[src/rtl/rca_pkg.sv]
// Shared types and constants for the rca response checker and its golden adder.
// Latency: n/a (declarations only).
// Backpressure: n/a.
package rca_pkg;

  // Operand width of the ripple-carry adder under test
  localparam int RCA_W = 8;

  // Width of {cout,sum}; one bit wider than the operands so nothing is truncated
  localparam int RCA_SUM_W = 9;

  // Default session length: exhaustive a x b sweep
  localparam int NVEC_DEFAULT = 65536;

  // Default counter width; 2^CW must exceed NVEC so a full session never wraps
  localparam int CW_DEFAULT = 17;

  // Checker session states
  typedef enum logic [1:0] {
    ST_IDLE  = 2'd0,
    ST_RUN   = 2'd1,
    ST_DRAIN = 2'd2,
    ST_DONE  = 2'd3
  } state_e;

endpackage

[src/rtl/rca_golden.sv]
// Golden reference add: {1'b0,a} + {1'b0,b} + cin as a full 9-bit result.
// Latency: purely combinational.
// Backpressure: none.
module rca_golden
  import rca_pkg::*;
(
  input  logic [RCA_W-1:0]     a_i,
  input  logic [RCA_W-1:0]     b_i,
  input  logic                 cin_i,
  output logic [RCA_SUM_W-1:0] exp_o
);

  // Zero-extend both operands and the carry so the carry-out lands in bit 8
  assign exp_o = {1'b0, a_i} + {1'b0, b_i} + {{(RCA_SUM_W-1){1'b0}}, cin_i};

endmodule

[config.mk]
export PLATFORM = sky130hd
export DESIGN_NAME = rca_golden
export DESIGN_NICKNAME = d
export VERILOG_FILES = /design/src/rtl/rca_pkg.sv /design/src/rtl/rca_golden.sv
export SDC_FILE = /design/constraint.sdc
export NUM_CORES = 1
export LEC_CHECK = 0
export CAP_MARGIN = 15
export CORE_AREA = 3 3 40 42
export DETAILED_ROUTE_END_ITERATION = 6
export DIE_AREA = 0 0 43 45
export GPL_ROUTABILITY_DRIVEN = 1
export GPL_TIMING_DRIVEN = 0
export PLACE_DENSITY_LB_ADDON = 0.08
export SETUP_SLACK_MARGIN = 0.05
export SLEW_MARGIN = 10
export SYNTH_ARGS = -nofsm -noshare
export SYNTH_HDL_FRONTEND = slang
export SYNTH_SLANG_ARGS = --single-unit
[constraint.sdc]
create_clock -name vclk -period 3
set_input_delay 0.9 -clock vclk [all_inputs]
set_output_delay 0.9 -clock vclk [all_outputs]
set_load 0.01 [all_outputs]
==> impl_results.md <==
- Net Sw Frac: 46.65%
- Total wire length: 1275 um
- Clk pwr share: 0%
- Initial drt markers: 2
- VDD IR max: 0.0001297 V
- Vias in the first global route: 455
- Crit start category: input port
- Fmax: 298.1 MHz
- Power share of the combinational group: 100.0%
- Register area: 0 um^2
- Worst-Margin Slew: 226.9 ps
- Syn nets: 68
- Final Non-Filler Cells: 93
- 1st-pass router iterations: 2
- Area Growth Syn to Fin: 143.4%
- WS Path Type: input port to primary output
- Util after Layout: 62.80%
- FP Rows: 13
- Violated checks: negative setup slack
- Sequential cell count: 0
- CP delay by family, top: adder cells
- Layout cells sized above 1: 69.23%
- # DRC: 0
- Worst setup EP type: primary output
- Reg power frac: 0%
- GRT Util Overall: 12.65%
- Number of distinct library cells after synthesis: 20
- Slew HR: 84.76%
- Vias/cell: 5.108
- Die Area: 1935 um^2
- Hold depth: 4
- Period utilization: 111.8%
- Crit path buffers/inverters: 3
- Horiz. Die Dim: 43 um
- Final Power: 0.1892 mW
- Post-detail-place hpwl: 739.7 um
- Part of the Yosys area used for sequential elements: 0%
- Initial core utilization: 25.80%
- Max incr delay on CP: 390 ps
- IO buf count: 26
- Hold Crit Endpoint: exp_o[4]
- Placed Instances: 83
- Pwr/cell area: 234.5 nW/um^2
- Sw Pwr: 0.08826 mW
- Status: finished, violations left
- Fillers: 112
- Overall die height: 45 um
- WL/cell: 13.71 um
- Hold Vio Cnt, Final: 0
- Initial antenna violation count: 0
- Setup TNS: -1272 ps
- Req. time, crit path: 2100 ps
- Total grt overflow: 0
- I/O pin total: 26
- Critical-path top delay cell: fa_2
- HP Start: a_i[4]
- Setup violators final: 6
- DR vias: 475
- Int Power: 0.1009 mW
- Core area: 1285 um^2
- Final min period: 3354 ps
- Antenna fix cells: 0
- Placed Area: 619.3 um^2
- Crit-path max FO: 2
- Slack of the critical path: -354.2 ps
- Worst path cell trace: buf_6 -> fa_2 -> fa_2 -> a21oi_2 -> nor2_1 -> nor2_1 -> buf_4 -> xnor2_2 -> buf_2
- CLK BUF: 0
- Worst min path class: input port to primary output
- Global-route wire length before repair: 1959 um
- Design area: 807.0 um^2
- Ys Warns: 0
- Routed Antenna Nets: 0
- GP Congestion: 0.6414
- Largest net degree at the start of global routing: 7
- MaxCap Viol Count: 0
- Mean Syn Cell Area: 7.894 um^2
- RSZ-0062 raised after global routing: yes
- CP arrival: 2450 ps
- Final Max Tran Viols: 0
- Leakage: 0.3447 nW
- Netlist Area Pre-Place: 331.6 um^2
- Post-Syn Instances: 42
- Final net count: 106
power groups by stage:
stage / registers, mW / logic (mW) / clock network (mW)
floorplan: 0 / 0.0750 / 0
global placement: 0 / 0.150 / 0
detailed placement: 0 / 0.150 / 0
CTS: 0 / 0.173 / 0
global route: 0 / 0.205 / 0
finish: 0 / 0.189 / 0
cells by family after synthesis:
kind of cell | Yosys count | share of synthesized area [%]
buffers and inverters | 3 | 3.396
AO/OA/AOI/OAI | 13 | 27.17
XOR/XNOR | 4 | 10.57
multiplexers | 1 | 3.019
AND/OR/NAND/NOR | 12 | 17.36
adder cells (fa/ha/maj) | 9 | 38.49
Yosys cell counts (all sizes together):
cell type	count	area, um^2
ha	7	87.58
a21oi	5	25.02
inv	3	11.26
nand2	3	11.26
a21o	2	15.01
a311o	2	20.02
fa	2	40.04
nand3	2	10.01
nor2	2	7.510
nor2b	2	12.51
nor3	2	10.01
xnor2	2	17.52
xor2	2	17.52
a2111oi	1	8.760
a221oi	1	8.760
mux2i	1	10.01
nor4	1	6.260
o21ai	1	5.000
o21bai	1	7.510
cell type report:
cell class	instances	area, um^2	share of cell area, %
Tap cell	15	18.77	2.326
Inverter	3	11.26	1.395
Timing Repair Buffer	36	266.5	33.02
Multi-Input combinational cell	39	510.5	63.26
layout by cell type (no fill, tap or decap):
cell,count
a2111oi_4,1
a21o_1,2
a21oi_1,1
a21oi_2,2
a21oi_4,2
a221oi_2,1
a311o_1,2
buf_2,15
buf_4,8
buf_6,3
clkdlybuf4s15_1,2
clkdlybuf4s15_2,3
dlygate4sd2_1,5
fa_2,2
ha_2,1
ha_4,6
inv_1,1
inv_2,2
mux2i_1,1
nand2_1,2
nand2_4,1
nand3_2,1
nand3_4,1
nor2_1,2
nor2b_1,1
nor2b_2,1
nor3_1,2
nor4_2,1
o21ai_2,1
o21bai_1,1
xnor2_2,2
xor2_1,2
metal layers:
layer,GRT usage (%),part of all wire [%]
met3,1.195,8.5
met2,25.75,53
met1,14.90,38
met4,0.6024,0
met5,0,0
how the worst max path moves through the flow:
stage                start        to  depth (start not counted)
floorplan           a_i[0]  exp_o[6]                          6
global placement    a_i[0]  exp_o[6]                          8
detailed placement  a_i[0]  exp_o[6]                          8
CTS                  cin_i  exp_o[6]                          9
global route         cin_i  exp_o[6]                          9
finish               cin_i  exp_o[6]                          9
metrics by stage:
| step | worst slack [ps] | hold WS [ps] |
|---|---|---|
| 3_3_place_gp | -1135 | 2987 |
| 2_1_floorplan | -68.19 | 2005 |
| 3_5_place_dp | -1110 | 2981 |
| 6_report | -354.2 | 2266 |
| 4_1_cts | -357.6 | 2262 |
| 5_1_grt | -430.8 | 2295 |
what timing repair did:
item	4_1_cts	5_1_grt
cloned	0	0
endpoints found under the setup margin	9	7
hold buffers	0	0
resized for setup	108	6
setup buffers	8	2
pin swaps	20	6
hold endpoints to repair	0	0
(Power assumes the default switching activity.)
